## config.mk

```make
export PLATFORM = sky130hd
export DESIGN_NAME = regfile_syscall
export DESIGN_NICKNAME = d
export VERILOG_FILES = /design/src/rtl/regfile_syscall.sv
export SDC_FILE = /design/constraint.sdc
export NUM_CORES = 2
export LEC_CHECK = 0
export CAP_MARGIN = 40
export CORE_AREA = 2 2 372 374
export DETAILED_ROUTE_END_ITERATION = 10
export DIE_AREA = 0 0 374 376
export GPL_TIMING_DRIVEN = 0
export PLACE_DENSITY_LB_ADDON = 0.05
export SYNTH_ARGS = -nofsm -noshare
export SYNTH_HDL_FRONTEND = slang
export SYNTH_SLANG_ARGS = --single-unit
```

## constraint.sdc

```tcl
create_clock -name clk -period 2.6 [get_ports clk]
set_input_delay 0.52 -clock clk [delete_from_list [all_inputs] [get_ports clk]]
set_output_delay 0.52 -clock clk [all_outputs]
set_load 0.01 [all_outputs]
```

## src/rtl/regfile_syscall.sv

```systemverilog
// -----------------------------------------------------------------------------
// regfile_syscall
//
// Integer register file for the single-cycle core with an attached
// environment-call service unit. Two combinational read ports, one
// synchronous write port, optional same-cycle write forwarding, and a small
// FSM that services print / read / exit / test-case ecalls. While a
// multi-cycle service is outstanding the core is stalled.
//
// Ports:
//   clk, reset               clock (rising edge), asynchronous active-low reset
//   rs1, rs2, rd             read / write register addresses
//   write_data, reg_write    writeback data and enable
//   ecall                    current instruction is ECALL
//   read_data1, read_data2   combinational read data
//   stall                    core holds PC and discards writeback
//   io_in_*                  input service handshake (block is the sink)
//   io_out_*                 print service handshake (block is the source)
//   test_case                value loaded into a0 by the test-case service
//   led_out                  [0] halted, [1] test-case pulse, [7] input pulse
//   halted                   exit service taken (sticky until reset)
// -----------------------------------------------------------------------------
module regfile_syscall #(
    parameter int                XLEN      = 32,
    parameter int                NREG      = 32,
    parameter bit                BYPASS    = 1'b1,
    parameter logic [XLEN-1:0]   SP_INIT   = 'h7fff,
    parameter logic [XLEN-1:0]   GP_INIT   = 'h1000,
    parameter int                LED_PULSE = 4,
    localparam int               AW        = $clog2(NREG)
) (
    input  logic            clk,
    input  logic            reset,
    input  logic [AW-1:0]   rs1,
    input  logic [AW-1:0]   rs2,
    input  logic [AW-1:0]   rd,
    input  logic [XLEN-1:0] write_data,
    input  logic            reg_write,
    input  logic            ecall,
    output logic [XLEN-1:0] read_data1,
    output logic [XLEN-1:0] read_data2,
    output logic            stall,
    input  logic [XLEN-1:0] io_in_data,
    input  logic            io_in_valid,
    output logic            io_in_ready,
    output logic [XLEN-1:0] io_out_data,
    output logic            io_out_valid,
    input  logic            io_out_ready,
    input  logic [XLEN-1:0] test_case,
    output logic [7:0]      led_out,
    output logic            halted
);

    // Service codes held in a7
    localparam logic [XLEN-1:0] SYS_PRINT = XLEN'(1);
    localparam logic [XLEN-1:0] SYS_READ  = XLEN'(5);
    localparam logic [XLEN-1:0] SYS_EXIT  = XLEN'(10);
    localparam logic [XLEN-1:0] SYS_TEST  = XLEN'(11);

    localparam int A0_IDX = 10;
    localparam int A7_IDX = 17;

    // Counter must hold LED_PULSE itself
    localparam int CW = $clog2(LED_PULSE + 1);

    typedef enum logic [1:0] {
        ST_IDLE,
        ST_WAIT_IN,
        ST_WAIT_OUT,
        ST_HALT
    } state_t;

    state_t          r_state;
    logic [XLEN-1:0] r_regs [NREG];
    logic [XLEN-1:0] r_io_out_data;
    logic            r_io_out_valid;
    logic            r_io_in_ready;
    logic            r_halted;
    logic [CW-1:0]   r_led7_cnt;
    logic [CW-1:0]   r_led1_cnt;

    logic [XLEN-1:0] w_a0;
    logic [XLEN-1:0] w_a7;
    logic            w_ecall_idle;
    logic            w_svc_stalls;
    logic            w_stall;
    logic            w_reg_we;
    logic            w_fwd;
    logic            w_in_fire;
    logic            w_tc_fire;
    logic            w_a0_sys_we;
    logic [XLEN-1:0] w_a0_sys_data;

    // ------------------------------------------------------------------
    // Register aliases. A 16-entry file has no x17, so a7 reads as zero
    // there and only the non-stalling "no operation" path is reachable.
    // ------------------------------------------------------------------
    assign w_a0 = r_regs[A0_IDX];

    generate
        if (NREG > A7_IDX) begin : g_a7
            assign w_a7 = r_regs[A7_IDX];
        end else begin : g_no_a7
            assign w_a7 = '0;
        end
    endgenerate

    // ------------------------------------------------------------------
    // Stall and write qualification
    // ------------------------------------------------------------------
    assign w_ecall_idle = ecall && (r_state == ST_IDLE);
    assign w_svc_stalls = (w_a7 == SYS_PRINT) || (w_a7 == SYS_READ) ||
                          (w_a7 == SYS_EXIT);
    assign w_stall      = (r_state != ST_IDLE) || (w_ecall_idle && w_svc_stalls);
    assign stall        = w_stall;

    // ecall wins over a same-cycle writeback, even when the service is a
    // single-cycle one that does not stall.
    assign w_reg_we = reg_write && (rd != '0) && !w_stall && !ecall;

    // Forward only what will actually land in the file on this edge, so a
    // discarded writeback is never visible on the read ports.
    assign w_fwd = BYPASS && w_reg_we;

    // a0 updates from the services: input handshake or test-case load
    assign w_in_fire     = (r_state == ST_WAIT_IN) && io_in_valid && r_io_in_ready;
    assign w_tc_fire     = w_ecall_idle && (w_a7 == SYS_TEST);
    assign w_a0_sys_we   = w_in_fire || w_tc_fire;
    assign w_a0_sys_data = w_in_fire ? io_in_data : test_case;

    // ------------------------------------------------------------------
    // Read ports
    // ------------------------------------------------------------------
    function automatic logic [XLEN-1:0] read_port(input logic [AW-1:0] addr);
        logic [XLEN-1:0] val;
        if (addr == '0) begin
            val = '0;
        end else if (w_fwd && (rd == addr)) begin
            val = write_data;
        end else begin
            val = r_regs[addr];
        end
        return val;
    endfunction

    assign read_data1 = read_port(rs1);
    assign read_data2 = read_port(rs2);

    // ------------------------------------------------------------------
    // Register storage. x0 is reset to zero and never written because
    // w_reg_we excludes rd==0.
    // ------------------------------------------------------------------
    function automatic logic [XLEN-1:0] reset_value(input int idx);
        logic [XLEN-1:0] val;
        if (idx == 2) begin
            val = SP_INIT;
        end else if (idx == 3) begin
            val = GP_INIT;
        end else begin
            val = '0;
        end
        return val;
    endfunction

    always_ff @(posedge clk or negedge reset) begin
        if (!reset) begin
            for (int i = 0; i < NREG; i++) begin
                r_regs[i] <= reset_value(i);
            end
        end else begin
            if (w_reg_we) begin
                r_regs[rd] <= write_data;
            end
            // Service writes to a0 only happen with ecall or stall active,
            // so they never collide with a writeback.
            if (w_a0_sys_we) begin
                r_regs[A0_IDX] <= w_a0_sys_data;
            end
        end
    end

    // ------------------------------------------------------------------
    // Syscall FSM with registered handshake outputs
    // ------------------------------------------------------------------
    always_ff @(posedge clk or negedge reset) begin
        if (!reset) begin
            r_state        <= ST_IDLE;
            r_io_out_data  <= '0;
            r_io_out_valid <= 1'b0;
            r_io_in_ready  <= 1'b0;
            r_halted       <= 1'b0;
        end else begin
            case (r_state)
                ST_IDLE: begin
                    if (ecall) begin
                        if (w_a7 == SYS_PRINT) begin
                            r_io_out_data  <= w_a0;
                            r_io_out_valid <= 1'b1;
                            r_state        <= ST_WAIT_OUT;
                        end else if (w_a7 == SYS_READ) begin
                            r_io_in_ready  <= 1'b1;
                            r_state        <= ST_WAIT_IN;
                        end else if (w_a7 == SYS_EXIT) begin
                            r_halted       <= 1'b1;
                            r_state        <= ST_HALT;
                        end
                        // SYS_TEST and unknown codes stay in IDLE
                    end
                end
                ST_WAIT_IN: begin
                    if (io_in_valid) begin
                        r_io_in_ready <= 1'b0;
                        r_state       <= ST_IDLE;
                    end
                end
                ST_WAIT_OUT: begin
                    if (io_out_ready) begin
                        r_io_out_valid <= 1'b0;
                        r_state        <= ST_IDLE;
                    end
                end
                ST_HALT: begin
                    r_state <= ST_HALT;
                end
                default: begin
                    r_state <= ST_IDLE;
                end
            endcase
        end
    end

    // ------------------------------------------------------------------
    // LED pulse stretchers: load on trigger, count down to zero
    // ------------------------------------------------------------------
    always_ff @(posedge clk or negedge reset) begin
        if (!reset) begin
            r_led7_cnt <= '0;
            r_led1_cnt <= '0;
        end else begin
            if (w_in_fire) begin
                r_led7_cnt <= CW'(LED_PULSE);
            end else if (r_led7_cnt != '0) begin
                r_led7_cnt <= r_led7_cnt - 1'b1;
            end

            if (w_tc_fire) begin
                r_led1_cnt <= CW'(LED_PULSE);
            end else if (r_led1_cnt != '0) begin
                r_led1_cnt <= r_led1_cnt - 1'b1;
            end
        end
    end

    assign io_out_data  = r_io_out_data;
    assign io_out_valid = r_io_out_valid;
    assign io_in_ready  = r_io_in_ready;
    assign halted       = r_halted;
    assign led_out      = {(r_led7_cnt != '0), 5'b00000, (r_led1_cnt != '0), r_halted};

endmodule

```

==> out/results.md <==
| Metric | This run | Unit |
|:---|:---|:---|
| Gate count of the mapped netlist | 4068 | - |
| Final setup violating endpoints | 342 | - |
| #FFs+latches synth | 1067 | - |
| Main area contributors after synthesis | dfrtp_1, mux2_2, mux4_2, mux2i_1, o22ai_1 | - |
| Portion of synthesized cell area occupied by the leading cell type | 0.461 | - |
| Die width | 374 | um |
| Fraction of the mapped netlist area in adder cells | 0.000877 | - |
| Prevailing post-synth register cell | dfrtp_1 | - |
| Synthesized area per cell | 14.0 | um^2 |
| Top cell type by total area after synthesis | dfrtp_1 | - |
| Cells traversed along the worst timing path | clkdlybuf4s15_1 -> clkbuf_8 -> buf_6 -> nand2_8 -> clkbuf_8 -> o22ai_1 -> nor3_2 -> nor3_4 -> nor3_4 -> buf_2 | - |
| Final Instance Area | 70500 | um^2 |
| CP arrival | 3.18 | ns |
| Initial standard-cell utilization of the core | 0.417 | - |
| Post-synthesis mux area share | 0.395 | - |
| Number of flops mapped to enable cells by yosys | 0 | - |
| Overall die height | 376 | um |
| Asr flop ratio synth | 1.00 | - |
| Antenna violations before repair | 16 | - |
| Reported max-cap violation count | 0 | - |
| Post-DP HPWL | 195 | mm |
| Pwr Total | 49.5 | mW |
| Number of distinct library cells after synthesis | 57 | - |
| Result of the run | finished, violations left | - |
| Pin count of the biggest net entering global routing | 168 | - |
| RSZ-0062 raised after global routing | yes | - |
| Number of placement rows | 136 | - |
| Vias after detailed routing | 43100 | - |
| Post-route clock period utilization | 1.42 | - |
| Slew @ Worst Pin | 1.13 | ns |
| Final hold violations | 112 | - |
| Detail-routed via count per cell | 6.67 | - |
| Synthesized-area fraction occupied by and/or/nand/nor cells | 0.0369 | - |
| Peak fanout along the critical path | 10 | - |
| Placement Cell Area | 62800 | um^2 |
| Io pins | 225 | - |
| Critical Path Start Type | input pin | - |
| Final worst setup slack | -1.10 | ns |
| Worst clock skew | 0.0319 | ns |
| CTS Root Cell | clkbuf_16 | - |
| Min Tclk post-route | 3.70 | ns |
| Summed instance area of the synthesized netlist | 57000 | um^2 |
| Routed length per placed instance | 41.4 | um |
| TritonCTS clock tree | built | - |
| Routability cong. | 0.985 | - |
| Hold Worst Slack | -0.284 | ns |
| Overall die area | 141000 | um^2 |
| Ratio of cells with drive above 1 in the final layout | 0.529 | - |
| Number of remaining DRC errors | 0 | - |
| Net count, final | 4681 | - |
| Final Routed Wirelength | 268 | mm |
| F_max | 271 | MHz |
| Detailed-routing iteration count for the pre-antenna-repair pass | 6 | - |
| Compound-gate portion of the synthesized area | 0.0586 | - |
| Hold Crit Class | input pin to async pin | - |
| Maximum single-stage delay on the critical path | 0.47 | ns |
| Number of global-route vias before repair | 42400 | - |
| Most repeated cell in the gate-level netlist after synthesis | mux2_2 | - |
| Required time at the endpoint of the critical path | 2.08 | ns |
| Core Region | 137000 | um^2 |
| CTS HTree Levels | 4 | - |
| Pwr Density | 702 | nW/um^2 |
| Leakage Power | 31.5 | nW |
| Global-route wire length before repair | 359 | mm |
| Later-pin clock latency in the skew report | 0.78 | ns |
| Violated checks | negative hold slack, negative setup slack | - |
| Sinks on the clock net | 1067 | - |
| Count of input and output buffers | 212 | - |
| Global-route usage over all layers | 0.374 | - |
| Total of fill cells in the finished design | 11700 | - |
| XOR/XNOR Fraction of Synth Area | 0.00184 | - |
| Maximum count of clock buffers along a single path | 3 | - |
| Setup Crit Path Kind | input pin to primary output | - |
| Number of slew-limit violations in the final report | 0 | - |
| Critical Path End Type | primary output | - |
| Area growth from synthesis to final layout | 23.7 | % |
| VDD IR-drop max | 0.485 | mV |
| Clock Pin Slew Worst Setup and Hold Paths | 0.06 | ns |
| Combinational family with the most area after synthesis | multiplexers | - |
| Synth cell count leaders | mux2_2, dfrtp_1, mux4_2 | - |
| Total of warnings raised by yosys | 0 | - |
| Share of synthesized area occupied by flip-flops and latches | 0.468 | - |
| Total clock buffers created by CTS | 130 | - |
| Initial detailed-routing violation count | 4938 | - |
| ANT nets after route | 0 | - |
| Relative max-transition margin | 0.241 | - |
| Total overflow reported by the global router | 0 | - |
| Slowest library cell on the worst path | nor3_2 | - |
[area by class of cell]
class | instances | area, um^2 | share of cell area
Multi-Input combinational cell | 2523 | 29800 | 0.422
Clock buffer | 196 | 3960 | 0.0561
Tap cell | 1794 | 2240 | 0.0318
Clock inverter | 34 | 425 | 0.00603
Inverter | 8 | 30.0 | 0.000426
Buffer | 466 | 3310 | 0.0469
Antenna cell | 12 | 30.0 | 0.000426
Timing Repair Buffer | 364 | 4020 | 0.0570
Sequential cell | 1067 | 26700 | 0.379
[through the flow]
step | TNS, ns | utilization | std cells | setup slack [ns]
2_1_floorplan | -0.747 | - | 4072 | -0.0247
3_3_place_gp | - | 0.450 | 6078 | -51.01
3_5_place_dp | -955.60 | 0.459 | 6162 | -3.33
4_1_cts | -60.63 | 0.511 | 6430 | -0.924
5_1_grt | -105.62 | 0.516 | 6453 | -1.07
6_report | -97.34 | 0.516 | 6464 | -1.10
[sequential cells by signal (all words and copies together) (netlist names)]
signal and flops:
w_a0 32, r_regs 960, r_led1_cnt 3, r_led7_cnt 3, io_out_data 32, r_state 2
halted 1, io_in_ready 1, io_out_valid 1, w_a7 32
[routing by layer]
layer	vias up	global-route usage	wire length (um)
met2	2501	0.542	115000
met4	6	0.186	15000
li1	16700	-	-
met5	-	0.0172	380
met3	660	0.136	29700
met1	23200	0.495	108000
[worst paths after layout]
check	cells past startpoint	start	to	slack (ns)
max reg2reg	6	r_state[0]$_DFFE_PN0P_	r_regs[915]$_DFFE_PN0P_	-0.36
max in group asynchronous	4	reset	r_regs[807]$_DFFE_PN0P_	0.50
max	10	rs2[4]	read_data2[21]	-1.10
min reg2reg	1	r_regs[1018]$_DFFE_PN0P_	r_regs[1018]$_DFFE_PN0P_	0.48
min in group clk	2	test_case[25]	w_a0[25]$_DFFE_PN0P_	0.36
min	1	reset	r_regs[723]$_DFFE_PN0P_	-0.28
[where the power goes]
| group | leakage (nW) | switching (mW) | internal (mW) |
|---|---|---|---|
| Clock | 2.15 | 7.64 | 11.4 |
| Combinational | 15.2 | 4.76 | 4.99 |
| Sequential | 14.2 | 1.92 | 18.9 |
[worst max-delay path, delay by kind of cell]
family,cells,cell delay (ns)
compound gates,1,0.17
simple gates,4,1.06
buf+inv,5,1.40
[kinds of logic (layout without fill, tap and decap cells)]
logic type	Yosys count	after routing
other cells	1	17
flops	1067	1067
mux	1631	1631
simple gates	409	409
compound gates	462	462
buf+inv	482	1068
fa+ha+maj	4	4
xor+xnor	12	12
[layout by cell type, fill, tap and decap left out, drive strengths merged, types with 10 or more instances in the layout]
| master | count |
|---|---|
| o21a | 31 |
| o21ai | 35 |
| clkinv | 15 |
| clkbuf | 437 |
| a21oi | 34 |
| mux2i | 125 |
| dfstp | 16 |
| nor3 | 136 |
| a22oi | 31 |
| mux2 | 1121 |
| o221ai | 31 |
| dfrtp | 1051 |
| nand2b | 10 |
| buf | 443 |
| a22o | 32 |
| a221o | 63 |
| o22ai | 158 |
| mux4 | 385 |
| nor2 | 140 |
| o211ai | 32 |
| clkdlybuf4s50 | 136 |
| diode | 12 |
| nand2 | 38 |
| inv | 12 |
| or4 | 31 |
[repair_timing]
action | CTS | global route
resized for setup | 930 | 137
cloned | 9 | 7
hold endpoints to repair | 112 | 112
setup buffers | 37 | 21
pin swaps | 71 | 25
endpoints found under the setup margin | 684 | 520
Power figures use the tool's default switching activity.
